File: config.mk
export PLATFORM = sky130hd
export DESIGN_NAME = apb_pvci_bridge_mc
export DESIGN_NICKNAME = d
export VERILOG_FILES = /design/src/rtl/apb_pvci_pkg.sv /design/src/rtl/apb_pvci_decode.sv /design/src/rtl/apb_pvci_bridge_mc.sv
export SDC_FILE = /design/constraint.sdc
export NUM_CORES = 1
export LEC_CHECK = 0
export ABC_AREA = 1
export BUFFER_PORTS_ARGS = -buffer_cell sky130_fd_sc_hd__buf_2
export CAP_MARGIN = 20
export CELL_PAD_IN_SITES_DETAIL_PLACEMENT = 1
export CELL_PAD_IN_SITES_GLOBAL_PLACEMENT = 1
export CORE_MARGIN = 3
export CORE_UTILIZATION = 26
export DETAILED_ROUTE_END_ITERATION = 10
export PLACE_DENSITY = 0.84
export SYNTH_ARGS = -nofsm -noshare
export SYNTH_HDL_FRONTEND = slang
export SYNTH_SLANG_ARGS = --single-unit
export TNS_END_PERCENT = 50
File: constraint.sdc
create_clock -name pclk -period 2.09 [get_ports pclk]
set_clock_uncertainty 0.2 [all_clocks]
set_input_delay 0.1045 -clock pclk [delete_from_list [all_inputs] [get_ports pclk]]
set_output_delay 0.1045 -clock pclk [all_outputs]
set_load 0.02 [all_outputs]
File: src/rtl/apb_pvci_pkg.sv
// Shared types and helpers for the APB-to-PVCI multi-channel bridge.
// The optional acknowledge timeout is enabled with APB_PVCI_TIMEOUT_EN.
package apb_pvci_pkg;

    localparam int CNT_W = 8;

    typedef enum logic [1:0] {
        IDLE = 2'd0,
        REQ  = 2'd1,
        DONE = 2'd2,
        ERR  = 2'd3
    } state_e;

    // Channel index width; a single channel still gets one index bit.
    function automatic int ch_width(input int num_ch);
        return (num_ch > 2) ? $clog2(num_ch) : 1;
    endfunction

endpackage

File: src/rtl/apb_pvci_decode.sv
// Combinational APB address decoder: paddr -> {channel, register index, decode error}.
// Part of apb_pvci_bridge_mc (optional timeout macro APB_PVCI_TIMEOUT_EN has no effect here).
module apb_pvci_decode
    import apb_pvci_pkg::*;
#(
    parameter int          NUM_CH         = 2,
    parameter int          PVCI_AW        = 8,
    parameter logic [31:0] BASE_ADDRESS   = 32'h1A10_8000,
    parameter int          CH_STRIDE_LOG2 = 12,
    parameter int          CH_W           = ch_width(NUM_CH)
) (
    input  logic [31:0]        paddr,
    output logic [CH_W-1:0]    ch,
    output logic [PVCI_AW-1:0] reg_idx,
    output logic               err
);

    localparam logic [32:0] WINDOW   = 33'(NUM_CH) << CH_STRIDE_LOG2;
    // Offset bits above the register field but below the channel field must be zero.
    localparam logic [31:0] GAP_MASK = ((32'd1 << CH_STRIDE_LOG2) - 32'd1)
                                     & ~((32'd1 << (PVCI_AW + 2)) - 32'd1);

    logic [31:0] off;

    always_comb begin
        off     = paddr - BASE_ADDRESS;
        err     = (paddr < BASE_ADDRESS)
               || ({1'b0, off} >= WINDOW)
               || (off[1:0] != 2'b00)
               || ((off & GAP_MASK) != 32'd0);
        ch      = off[CH_STRIDE_LOG2 +: CH_W];
        reg_idx = off[2 +: PVCI_AW];
    end

endmodule

File: src/rtl/apb_pvci_bridge_mc.sv
// APB slave bridging word accesses onto NUM_CH PVCI register ports with wait states.
// Define APB_PVCI_TIMEOUT_EN to abort unacknowledged requests after TIMEOUT cycles.
module apb_pvci_bridge_mc
    import apb_pvci_pkg::*;
#(
    parameter int          NUM_CH         = 2,
    parameter int          PVCI_AW        = 8,
    parameter int          PVCI_DW        = 8,
    parameter logic [31:0] BASE_ADDRESS   = 32'h1A10_8000,
    parameter int          CH_STRIDE_LOG2 = 12,
    parameter int          TIMEOUT        = 63
) (
    input  logic                      pclk,
    input  logic                      preset,
    input  logic [31:0]               paddr,
    input  logic                      pwrite,
    input  logic [31:0]               pwdata,
    input  logic                      psel,
    input  logic                      penable,
    output logic [31:0]               prdata,
    output logic                      pready,
    output logic                      pslverr,
    output logic [NUM_CH-1:0]         pvci_valid,
    output logic                      pvci_rd,
    output logic [PVCI_AW-1:0]        pvci_addr,
    output logic [PVCI_DW-1:0]        pvci_wd,
    input  logic [NUM_CH-1:0]         pvci_ack,
    input  logic [NUM_CH*PVCI_DW-1:0] pvci_rdata
);

    localparam int CH_W = ch_width(NUM_CH);

    state_e              state_q, state_d;
    logic [CH_W-1:0]     ch_q, ch_d;
    logic [PVCI_AW-1:0]  addr_q, addr_d;
    logic                rd_q, rd_d;
    logic [PVCI_DW-1:0]  wd_q, wd_d;
    logic [31:0]         prdata_q, prdata_d;

    logic [CH_W-1:0]     dec_ch;
    logic [PVCI_AW-1:0]  dec_reg;
    logic                dec_err;
    logic                setup;
    logic [NUM_CH-1:0]   ch_oh;
    logic                ack_sel;
    logic [PVCI_DW-1:0]  rdata_sel;
    logic                expire;

    apb_pvci_decode #(
        .NUM_CH         (NUM_CH),
        .PVCI_AW        (PVCI_AW),
        .BASE_ADDRESS   (BASE_ADDRESS),
        .CH_STRIDE_LOG2 (CH_STRIDE_LOG2),
        .CH_W           (CH_W)
    ) u_decode (
        .paddr   (paddr),
        .ch      (dec_ch),
        .reg_idx (dec_reg),
        .err     (dec_err)
    );

    assign setup = psel & ~penable;

    // Only the latched channel's ack and read data are ever looked at.
    always_comb begin
        ch_oh     = '0;
        rdata_sel = '0;
        for (int c = 0; c < NUM_CH; c++) begin
            ch_oh[c]  = (ch_q == CH_W'(c));
            rdata_sel = rdata_sel | (pvci_rdata[c*PVCI_DW +: PVCI_DW] & {PVCI_DW{ch_oh[c]}});
        end
        ack_sel = |(pvci_ack & ch_oh);
    end

`ifdef APB_PVCI_TIMEOUT_EN
    logic [CNT_W-1:0] cnt_q, cnt_d;

    always_comb begin
        cnt_d = cnt_q;
        if (state_q != REQ)
            cnt_d = '0;
        else if (!ack_sel)
            cnt_d = cnt_q + CNT_W'(1);
    end

    // Ack in the expiry cycle still wins; see the REQ branch of the next-state logic.
    assign expire = (state_q == REQ) && (cnt_q == CNT_W'(TIMEOUT - 1));

    always_ff @(posedge pclk) begin
        if (preset) cnt_q <= '0;
        else        cnt_q <= cnt_d;
    end
`else
    logic [CNT_W-1:0] unused_timeout;
    assign unused_timeout = CNT_W'(TIMEOUT);
    assign expire         = 1'b0;
`endif

    logic unused_pwdata;
    assign unused_pwdata = ^pwdata;

    // NOTE: every combinational output gets a default first so no path can infer a latch.
    always_comb begin
        state_d = state_q;
        case (state_q)
            IDLE:    if (setup) state_d = dec_err ? ERR : REQ;
            REQ: begin
                if (ack_sel)     state_d = DONE;
                else if (expire) state_d = ERR;
            end
            DONE:    state_d = IDLE;
            ERR:     state_d = IDLE;
            default: state_d = IDLE;
        endcase
    end

    always_comb begin
        ch_d     = ch_q;
        addr_d   = addr_q;
        rd_d     = rd_q;
        wd_d     = wd_q;
        prdata_d = prdata_q;
        if (state_q == IDLE && setup) begin
            ch_d   = dec_ch;
            addr_d = dec_reg;
            rd_d   = ~pwrite;
            wd_d   = pwdata[PVCI_DW-1:0];
            if (dec_err) prdata_d = '0;
        end else if (state_q == REQ) begin
            if (ack_sel && rd_q) prdata_d = 32'(rdata_sel);
            else if (!ack_sel && expire) prdata_d = '0;
        end
    end

    // NOTE: sequential state uses non-blocking assignments so all flops update together.
    always_ff @(posedge pclk) begin
        if (preset) begin
            state_q  <= IDLE;
            ch_q     <= '0;
            addr_q   <= '0;
            rd_q     <= 1'b0;
            wd_q     <= '0;
            prdata_q <= '0;
        end else begin
            state_q  <= state_d;
            ch_q     <= ch_d;
            addr_q   <= addr_d;
            rd_q     <= rd_d;
            wd_q     <= wd_d;
            prdata_q <= prdata_d;
        end
    end

    // Outputs come from state and registers only; no APB input reaches them directly.
    always_comb begin
        pvci_valid = (state_q == REQ) ? ch_oh : '0;
        pvci_rd    = rd_q;
        pvci_addr  = addr_q;
        pvci_wd    = wd_q;
        prdata     = prdata_q;
        pready     = (state_q == DONE) || (state_q == ERR);
        pslverr    = (state_q == ERR);
    end

endmodule

==> results.cfg <==
[placement]
dp_hpwl_um = 5080
placed_cell_area_um2 = 2480
io_buffer_count = 91
place.gp.congestion = 0.790

[synth]
synthXorXnorAreaFrac = 0.00440
synthMuxAreaShare = 0
synth-edff-count = 0
yosys.area_share.adder = 0.00628
postSynthAreaPerCell_um2 = 6.04
synthCells = 330
synth_compound_gate_area_share = 0.0879
synth.distinct_cells = 23
async_flop_share = 0
ys_warn_count = 0
synth-seq-area-share = 0.281
synth-main-ff-cell = dfxtp_1
synth_area_leaders = dfxtp_1 (28%), nand2_1 (16%), nor2_1 (11%)
synth_top_area_cell = dfxtp_1
syn-cell-area_um2 = 1990
ys_ff_latch = 28
synthDominantCellAreaShare = 0.281
synth-simple-area-share = 0.448
synth_top_family_by_area = simple AND/OR/NAND/NOR gates

[die]
coreArea_um2 = 7330
placementRows = 31
die_area_um2 = 8750
die_y_um = 93.5
dieWidth_um = 93.5
start_util = 0.272
ios = 140

[power]
vdd_drop_max_mv = 0.283
powerDensity_nw_per_um2 = 506
p_leak_nw = 1.54

[status]
status = finished, violations left
violations = hold timing

[worst_setup_path]
cpPeakStageDelay_ns = 0.24
cp_max_fo = 8
worstPathRequired_ns = 2.10
worstPathArrival_ns = 1.82
crit_top_cell = nand2_1
startpoint_type = input pin
worst_setup_path_end_kind = flip-flop
r2r_slack_ns = 0.30
crit_type = in -> reg
reg2reg_depth = 7
path_cells = buf_2 > inv_1 > ha_1 > inv_2 > nor2_4 > nand2_1 > nand2_2 > nand2_1 > nand2_1 > nand2_1 > a21oi_1 > nand2_1 > nor2_2 > nand3_2 > nand2_4 > nand3_1 > a21oi_1
slowest_stage = ha_1

[cts]
cts-resized-gates = 0
cts-root-buf = clkbuf_8
cts.sinks = 28
cts_max_path_buffers = 2
clk_latency_ns = 0.28
cts_buffers = 3
cts.clk_slew.worst_paths_ns = 0.10
htree_levels = 1
cts_tree = done

[routing]
drt_pass1_iterations = 4
drtIter0Drc = 33
postRouteAntennaNets = 0
vias = 2470
drc = 0
avgRoutedWirePerCell_um = 13.5
totalWireLength_um = 7500
via_per_inst = 4.43

[global_routing]
grt_max_degree = 20
antenna_found_initial = 0
grt_pass1_wl_um = 12200
grt_util_all_layers = 0.172
grt_pass1_vias = 2694
overflow = 0

[worst_hold_path]
worstHoldPathType = in -> reg
whs_path_depth = 4

[timing]
min_period_ns = 1.80
drv_slew = 0
fmaxAchievable_mhz = 554
hold_slack_ns = -0.00892
rsz0062_at_grt = no
finalHoldViolCount = 1
fin_crit_sh = 0.863
setup_viol = 0

[cells_and_area]
drive_gt1_frac = 0.293
area_growth_pct = 46.9
n_fill_cell = 975
fin_nets = 547
design_area_um2 = 2930
n_antenna_cell = 0

[job]
maxCapViolations = 0
==> synthesized netlist by cell type (all sizes together) (2+ instances only) <==
master and n:
a21oi 16, buf 24, o21ai 19, nand3 34, dfxtp 28, nor2 69, nor3 3, inv 32
nand2 92, clkinv 2, clkbuf 8
==> placed cells by master (no fill, tap or decap), types with 2 or more instances in the layout <==
cell,count
inv_1,22
nor2_2,6
conb_1,24
clkbuf_8,3
buf_2,91
o21ai_0,13
buf_4,5
nand3_1,29
nor2_1,60
nor3_1,2
nand3_2,5
a21oi_1,16
nand2_1,83
dlygate4sd3_1,37
inv_2,10
o21ai_1,6
clkinv_1,2
nand2_2,8
nor2_4,2
dfxtp_1,28
==> final timing paths <==
check | to | from
max reg2reg | prdata[5] | ch_q
min reg2reg | prdata[4] | prdata[4]
min | state_q[0] | pvci_ack[1]
max | prdata[5] | paddr[15]
==> worst max-delay path, delay by kind of cell <==
| family | cells | cell delay (ns) |
|---|---|---|
| simple gates | 11 | 0.91 |
| buf+inv | 3 | 0.27 |
| compound gates | 2 | 0.26 |
| fa+ha+maj | 1 | 0.24 |
==> metrics by stage <==
stage	setup TNS (ns)	std cells	power, mW	setup slack (ns)	utilization
floorplan	0	353	0.867	0.396	-
global placement	0	516	0.967	0.0933	0.339
detailed placement	-0.0323	516	0.981	-0.0323	0.339
CTS	0	557	1.47	0.264	0.399
global route	0	557	1.57	0.0207	0.399
finish	0	557	1.48	0.286	0.399
==> per-layer routing <==
| layer | up-vias | global-route usage | routed length (um) |
|---|---|---|---|
| met4 | 0 | 0.0963 | 301 |
| met1 | 1128 | 0.179 | 2920 |
| met2 | 84 | 0.321 | 3880 |
| met5 | - | 0 | 0 |
| met3 | 23 | 0.0306 | 388 |
| li1 | 1235 | - | - |
==> registers in the layout (all words and copies together) (netlist names) <==
name and flops:
prdata 8, pvci_addr 8, state_q 2, ch_q 1
pvci_wd 8, pvci_rd 1
==> what timing repair did <==
item,in CTS,in global routing
endpoints found under the setup margin,0,0
setup buffers,0,0
endpoints found under the hold margin,28,0
hold buffers,37,0
==> cells by family (layout without fill, tap and decap cells) <==
logic type,after synthesis,count (layout)
and+or+nand+nor,198,198
buffers and inverters,66,171
AOI/OAI and AO/OA,35,35
DFF,28,28
adders and majority gates,1,1
other,1,24
xor gates and xnor gates,1,1
==> area by class of cell <==
| type | instances | area [um^2] | area share |
|---|---|---|---|
| Clock buffer | 3 | 41.3 | 0.0141 |
| Clock inverter | 1 | 30.0 | 0.0103 |
| Inverter | 34 | 128 | 0.0436 |
| Multi-Input combinational cell | 259 | 1180 | 0.403 |
| Sequential cell | 28 | 561 | 0.192 |
| Tap cell | 99 | 124 | 0.0423 |
| Timing Repair Buffer | 133 | 863 | 0.295 |
==> report_power, final <==
group / leakage, nW / total (mW) / internal, mW / switching (mW)
clock network: 0.0357 / 0.435 / 0.257 / 0.178
registers: 0.229 / 0.581 / 0.563 / 0.0180
logic: 1.27 / 0.466 / 0.187 / 0.279
total: 1.54 / 1.48 / 1.01 / 0.475
(Power assumes the default switching activity.)
